## src/rtl/fib_codec_pkg.sv

```systemverilog
// fib_codec_pkg: shared state type, Fibonacci weight helpers and the seed pair
// for the default 24-digit configuration.
package fib_codec_pkg;
  typedef enum logic [1:0] {IDLE, RUN, DONE} state_e;
  function automatic int unsigned fib_weight(input int k);
    int unsigned a, b, t;
    a = 0;
    b = 1;
    for (int i = 0; i < k; i++) begin
      t = a + b;
      a = b;
      b = t;
    end
    return a;
  endfunction
  function automatic int wgt_bits(input int fib_w);
    return $clog2(fib_weight(fib_w + 1) + 1);
  endfunction
  localparam int DEF_FIB_W = 24;
  localparam int WGT_W = wgt_bits(DEF_FIB_W);
  localparam logic [WGT_W-1:0] TOP_HI = WGT_W'(fib_weight(DEF_FIB_W + 1));
  localparam logic [WGT_W-1:0] TOP_LO = WGT_W'(fib_weight(DEF_FIB_W));
endpackage

```

## src/rtl/fib_weight_gen.sv

```systemverilog
// fib_weight_gen: descending Fibonacci weight walker, (hi, lo) -> (lo, hi-lo).
module fib_weight_gen #(
  parameter int WGT_W = 17,
  parameter logic [WGT_W-1:0] SEED_HI = '0,
  parameter logic [WGT_W-1:0] SEED_LO = '0
) (
  input  logic             clk,
  input  logic             rst,
  input  logic             load_i,
  input  logic             step_i,
  output logic [WGT_W-1:0] wgt_o
);
  logic [WGT_W-1:0] hi_q, hi_d, lo_q, lo_d;
  always_comb begin
    hi_d = load_i ? SEED_HI : step_i ? lo_q : hi_q;
    lo_d = load_i ? SEED_LO : step_i ? hi_q - lo_q : lo_q;
  end
  always_ff @(posedge clk or negedge rst) begin
    if (!rst) begin
      hi_q <= '0;
      lo_q <= '0;
    end else begin
      hi_q <= hi_d;
      lo_q <= lo_d;
    end
  end
  assign wgt_o = hi_q;
endmodule

```

## src/rtl/fib_codec.sv

```systemverilog
// fib_codec: serial binary <-> Zeckendorf (Fibonacci) converter, one digit per
// cycle from the most significant digit down.
module fib_codec
  import fib_codec_pkg::*;
#(
  parameter int BIN_W = 16,
  parameter int FIB_W = 24
) (
  input  logic             clk,
  input  logic             rst,
  input  logic             mode,
  input  logic             in_valid,
  output logic             in_ready,
  input  logic [BIN_W-1:0] bin_in,
  input  logic [FIB_W-1:0] fib_in,
  output logic             out_valid,
  input  logic             out_ready,
  output logic [FIB_W-1:0] fib_out,
  output logic [BIN_W-1:0] bin_out,
  output logic             err,
  output logic             busy
);
  localparam int WW = wgt_bits(FIB_W);
  localparam int ACC_W = WW + 1;
  localparam int CW = $clog2(FIB_W + 1);
  localparam logic [WW-1:0] SEED_HI = WW'(fib_weight(FIB_W + 1));
  localparam logic [WW-1:0] SEED_LO = WW'(fib_weight(FIB_W));
  localparam logic [ACC_W-1:0] BIN_MAX = ACC_W'((64'd1 << BIN_W) - 64'd1);

  if (64'(fib_weight(FIB_W + 1)) <= (64'd1 << BIN_W) - 64'd1) begin : g_illegal
    $error("fib_codec: F(FIB_W+1) must exceed 2^BIN_W-1");
  end

  state_e           state_q, state_d;
  logic [CW-1:0]    cnt_q, cnt_d;
  logic             mode_q, mode_d;
  logic [ACC_W-1:0] acc_q, acc_d;
  logic [FIB_W-1:0] dig_q, dig_d;
  logic [WW-1:0]    wgt;
  logic             load, step, fit, ovf, adj;

  fib_weight_gen #(.WGT_W(WW), .SEED_HI(SEED_HI), .SEED_LO(SEED_LO)) u_wgt (
    .clk(clk), .rst(rst), .load_i(load), .step_i(step), .wgt_o(wgt)
  );

  // acc_q is the encode remainder or the decode running sum, depending on mode
  assign fit = ACC_W'(wgt) <= acc_q;
  always_comb begin
    state_d = state_q;
    cnt_d = cnt_q;
    mode_d = mode_q;
    acc_d = acc_q;
    dig_d = dig_q;
    load = 1'b0;
    step = 1'b0;
    case (state_q)
      IDLE: if (in_valid) begin
        state_d = RUN;
        cnt_d = CW'(FIB_W - 1);
        mode_d = mode;
        acc_d = mode ? '0 : ACC_W'(bin_in);
        dig_d = mode ? fib_in : '0;
        load = 1'b1;
      end
      RUN: begin
        step = 1'b1;
        cnt_d = cnt_q - CW'(1);
        state_d = cnt_q == '0 ? DONE : RUN;
        if (mode_q) acc_d = dig_q[cnt_q] ? acc_q + ACC_W'(wgt) : acc_q;
        else begin
          dig_d[cnt_q] = fit;
          acc_d = fit ? acc_q - ACC_W'(wgt) : acc_q;
        end
      end
      DONE: state_d = out_ready ? IDLE : DONE;
      default: state_d = IDLE;
    endcase
  end

  always_ff @(posedge clk or negedge rst) begin
    if (!rst) begin
      state_q <= IDLE;
      cnt_q <= '0;
      mode_q <= 1'b0;
      acc_q <= '0;
      dig_q <= '0;
    end else begin
      state_q <= state_d;
      cnt_q <= cnt_d;
      mode_q <= mode_d;
      acc_q <= acc_d;
      dig_q <= dig_d;
    end
  end

  assign in_ready = state_q == IDLE;
  assign busy = !in_ready;
  assign out_valid = state_q == DONE;
  assign ovf = acc_q > BIN_MAX;
  assign adj = |(dig_q & (dig_q >> 1));
  assign err = out_valid && mode_q && (adj || ovf);
  assign fib_out = (out_valid && !mode_q) ? dig_q : '0;
  assign bin_out = (out_valid && mode_q && !err) ? acc_q[BIN_W-1:0] : '0;
endmodule

```

## config.mk

```make
export PLATFORM = sky130hd
export DESIGN_NAME = fib_codec
export DESIGN_NICKNAME = d
export VERILOG_FILES = /design/src/rtl/fib_codec_pkg.sv /design/src/rtl/fib_weight_gen.sv /design/src/rtl/fib_codec.sv
export SDC_FILE = /design/constraint.sdc
export NUM_CORES = 1
export LEC_CHECK = 0
export ABC_CLOCK_PERIOD_IN_PS = 3000
export BUFFER_PORTS_ARGS = -buffer_cell sky130_fd_sc_hd__clkbuf_2
export CORE_UTILIZATION = 25
export DETAILED_ROUTE_END_ITERATION = 6
export SYNTH_ARGS = -nofsm -noshare
export SYNTH_HDL_FRONTEND = slang
export SYNTH_HIERARCHICAL = 1
export SYNTH_SLANG_ARGS = --single-unit
```

## constraint.sdc

```tcl
create_clock -name clk -period 3 [get_ports clk]
set_input_delay 0.15 -clock clk [delete_from_list [all_inputs] [get_ports clk]]
set_output_delay 0.15 -clock clk [all_outputs]
set_load 0.01 [all_outputs]
```

* After elaboration in Yosys (flattened, before gate mapping)
Index checks and enable logic that the tools add are counted. Widths: inputs -> output; s select.
Storage, ports and cells: register bits 84
Operators by class: bitwise gates (word level) 1, add/subtract/negate cells 4, multiplexer cells 30, reductions and logical operators 18, equal/unequal tests 6, $lt $le $gt $ge 4
Operators by type and width (count):
- $mux 24 | 4
- $mux 18 | 4
- $mux 17 | 4
- $pmux 24 s2 | 1
- $pmux 18 s2 | 1
- $mux 16 | 2
- $and 24x23->24 | 1
- $bwmux 24 | 1
- $reduce_or 24->1 | 1
- $add 18x17->18 | 1
- $gt 18x16->1 const B | 1
- $le 17x18->1 | 1
- $sub 18x17->18 | 1
- $sub 17x17->17 | 1
- $pmux 5 s2 | 1
- $lt 5x6->1 const B | 1
- $mux 2 | 3
- $ne 3x3->1 const B | 2
- $pmux 2 s3 | 1
- $bmux 1 s5 | 1
- $demux 1 s5 | 1
- $ge 5x1->1 const B | 1
- $logic_and 1x1->1 | 5
- $logic_not 5->1 | 1
- other kinds (13) | 22

* Longest topological paths before layout
depth in word-level cells 7, depth in mapped cells 12, mapped depth without buffers 11

* Modules after synthesis
Netlist, hierarchy kept.
By module, submodules not included:
- fib_codec | area an instance 5132.4 um^2, seq. area each 1251.2 um^2, instances 1, cells each 674
- fib_weight_gen | area an instance 2344.7 um^2, seq. area each 850.8 um^2, instances 1, cells each 255

* Worst setup path after synthesis
OpenSTA, ideal clock, no wires.
kind flip-flop to flip-flop, start reg acc_q[0], end reg acc_q[14], library setup time 0.128 ns, required time 2.872 ns, clock period less this slack 2.832 ns, path buffers 1, stages on the path, launching flop included 13, data arrival time 2.703 ns, path slack 0.168 ns, cell sequence dfrtp_1 inv_1 ha_1 fa_1 and3b_1 nor4_1 o31a_1 o311ai_1 a211oi_2 a221oi_4 buf_4 mux2i_1 o21ai_0
On the way: longest elaborated chain between the ends 4, elaborated cells between the ends (all ways) 9
RTL lines:
- from (decl) | line fib_codec.sv:37 | logic [ACC_W-1:0] acc_q, acc_d;
- from (signal assigned) | line fib_codec.sv:85 | acc_q <= '0;
- from (signal assigned) | line fib_codec.sv:91 | acc_q <= acc_d;
- $sub 18x17->18 / $add 18x17->18 (equally long branches) | line fib_codec.sv:72, fib_codec.sv:69
- $mux 18 (on tied branches) | line fib_codec.sv:72, fib_codec.sv:69
- $mux 18 | line fib_codec.sv:69 | if (mode_q) acc_d = dig_q[cnt_q] ? acc_q + ACC_W'(wgt) : acc_q;
- $pmux 18 s2 | line fib_codec.sv:56 | case (state_q)
Several ways; a longest one is shown, not always the timed one. The select of a mux whose other input is x is not followed. A chain may end at the register's enable or synchronous reset.

* Worst setup path after layout
start reg u_wgt.hi_q[0] (netlist: u_wgt/wgt_o[0]), end reg acc_q[13]
On the way: longest elaborated chain between the ends 4, elaborated cells between the ends (all ways) 9
RTL lines:
- from (decl) | line fib_weight_gen.sv:13 | logic [WGT_W-1:0] hi_q, hi_d, lo_q, lo_d;
- from (signal assigned) | line fib_weight_gen.sv:23 | hi_q <= hi_d;
- $sub 18x17->18 / $add 18x17->18 (equally long branches) | line fib_codec.sv:72, fib_codec.sv:69
- $mux 18 (on tied branches) | line fib_codec.sv:72, fib_codec.sv:69
- $mux 18 | line fib_codec.sv:69
- $pmux 18 s2 | line fib_codec.sv:56
Several ways; a longest one is shown, not always the timed one. The select of a mux whose other input is x is not followed.

==> impl_metrics.ini <==
[outcome]
status = finished, violations left
violations = negative setup slack

[sta]
worst_slack_ns = -0.0178
period_share = 1.01
relSlewSlack = 0.562
worst_pin_slew_ns = 0.656
fin_skew_ns = 0.0116
finalCriticalPeriod_ns = 3.02
final_hold_viol_count = 0
drv_slew = 0
setup_viol = 2
rsz0062_at_grt = true
max_freq_ghz = 0.331

[synthesis]
seq_area_frac_synth = 0.281
synth_top_area_cell = dfrtp_1
avgSynthCellArea_um2 = 8.05
syn_area_mm2 = 0.00748
synth_seq_cells = 84
synth_cell_types = 81
syn_nets = 1031
synth_top_flop_cell = dfrtp_1
syn_inst = 929
synth_warnings = 6
synth_area_leaders = dfrtp_1, ha_1, a21oi_1
async_flop_share = 1.00
synth_edf_count = 0
synth_top_area_share = 0.281

[drt]
num_vias = 7357
wl_per_cell_um = 17.1
ant_nets = 0
drt-pass1-iter-count = 5
routed_wirelength_um = 24300
drc = 0
vias_per_cell = 5.19
drtIter0Drc = 703

[worst_setup_path]
worstReg2RegStart = u_wgt/wgt_o[0]
cp-start-kind = register
r2r_end = acc_q[13]
worstPathArrival_ns = 3.25
rrSetupSlack_ns = -0.02
worstPathMaxFanout = 8
endpoint_kind = register
crit_type = register to register
required_ns = 3.23
reg2reg_depth = 11

[clocking]
cts_root_buffer = clkbuf_16
clkSlewWorstSetupHoldPaths_ns = 0.07
cts_tree = built
clk_latency_ns = 0.36
cts_buffer_depth = 2
cts_sinks = 84
htree_levels = 3
cts_buffers = 9

[min_path]
hp-class = input port to register
holdCritStartpoint = out_ready
min_path_cells = 2
holdPathEnd = state_q[1]

[run]
max-cap-violations = 0

[global_routing]
grt_overflow = 0
grt_usage = 0.156
grt_pass1_wl_um = 37500
antenna_found_initial = 4
grt_pass1_vias = 6885
grt_max_degree = 44

[floorplan]
dieArea_mm2 = 0.0306
start_util = 0.257
rows = 62
fp.dieH_um = 175
die_w_um = 175
io_pins = 89
core_area_mm2 = 0.0291

[final_layout]
stdcell_count = 1418
areaGrowthSynthToFinish_pct = 20.7
design_area_mm2 = 0.00902
drive_gt1_frac = 0.204
fin_util = 0.310
final_cell_mix = nor2_1, a21oi_1, clkbuf_2, dfrtp_1, inv_1
fin_nets = 1128
mostFrequentLayoutCell = nor2_1

[place]
dp_hpwl_um = 17900
numPortBuffers = 88
place.gp.congestion = 0.934
dpl_cell_area_mm2 = 0.00850
place_inst = 1386
==> final cells by class <==
class	count	area, um2
Antenna cell	3	7.51
Clock inverter	5	60.1
Inverter	58	218
Multi-Input combinational cell	724	4940
Sequential cell	84	2100
Tap cell	384	480
Timing Repair Buffer	149	975
Clock buffer	11	243
Fill cell	3098	20100
==> flip-flops by register name, summed over array words and instances (netlist names) <==
signal	cells
acc_q	18
cnt_q	5
state_q	2
u_wgt/lo_q	17
mode_q	1
u_wgt/wgt_o	17
dig_q	24
==> worst max-delay path: stages (launching register included) <==
cell and delay (ns):
dfrtp_1 0.41, ha_4 0.18, fa_2 0.37, and3b_1 0.26, nor4_2 0.06, o31a_1 0.28, o311ai_4 0.31, a211oi_4 0.14
a221oi_4 0.29, buf_4 0.18, buf_12 0.13, mux2_4 0.29
==> timing repair <==
item,CTS,global route
hold buffers,1,0
setup buffers,1,9
gates cloned,0,2
pin swaps,2,7
endpoints found under the setup margin,27,33
resized for setup,6,16
endpoints found under the hold margin,41,0
==> worst max-delay path by stage <==
stage          slack (ns)        end      startpoint
3_3_place_gp        -0.17  dig_q[18]        acc_q[0]
5_1_grt             -0.12  acc_q[15]        acc_q[0]
4_1_cts              0.01  acc_q[13]        acc_q[0]
6_report            -0.02  acc_q[13]  u_wgt/wgt_o[0]
3_5_place_dp        -0.26  dig_q[20]        acc_q[0]
2_1_floorplan        0.17  acc_q[14]        acc_q[0]
==> per-layer routing <==
layer / part of all wire / GRT usage / vias up
li1: - / - / 3535
met1: 0.46 / 0.208 / 3557
met2: 0.46 / 0.250 / 229
met3: 0.054 / 0.0246 / 36
met4: 0.024 / 0.0630 / 0
met5: 0 / 0 / -
==> cell usage after synthesis, drive strengths merged (6+ instances only) <==
library cell    n
nor2          126
a21oi         107
dfrtp          84
inv            57
ha             54
nand2          46
clkbuf         41
o21ai          39
and3           36
nand3          27
mux2i          25
and2           24
buf            22
a32oi          19
nor2b          17
xnor2          14
a31oi          13
nand2b         13
nor3           11
a21o           10
o21a           10
o211ai          9
a211o           8
a211oi          8
o31ai           8
nor4            7
xor2            7
mux2            6
or2             6
==> cell families after synthesis <==
group | synth area share
compound gates | 0.253
xor+xnor | 0.0246
fa+ha+maj | 0.0984
buf+inv | 0.0683
flops | 0.281
mux | 0.0556
simple gates | 0.219
==> through the flow <==
| step | worst slack (ns) | hold slack [ns] | TNS [ns] |
|---|---|---|---|
| after detailed placement | -0.265 | 0.206 | -4.58 |
| after global routing | -0.124 | 0.0375 | -1.08 |
| final | -0.0178 | 0.0269 | -0.0267 |
| after CTS | 0.0128 | 0.0216 | 0 |
| after floorplan | 0.168 | -0.146 | 0 |
| after global placement | -0.168 | 0.208 | -2.78 |
Power is left out: the tool's default activity adds up to more than one toggle a clock period on the data nets, which glitch-free logic cannot reach.
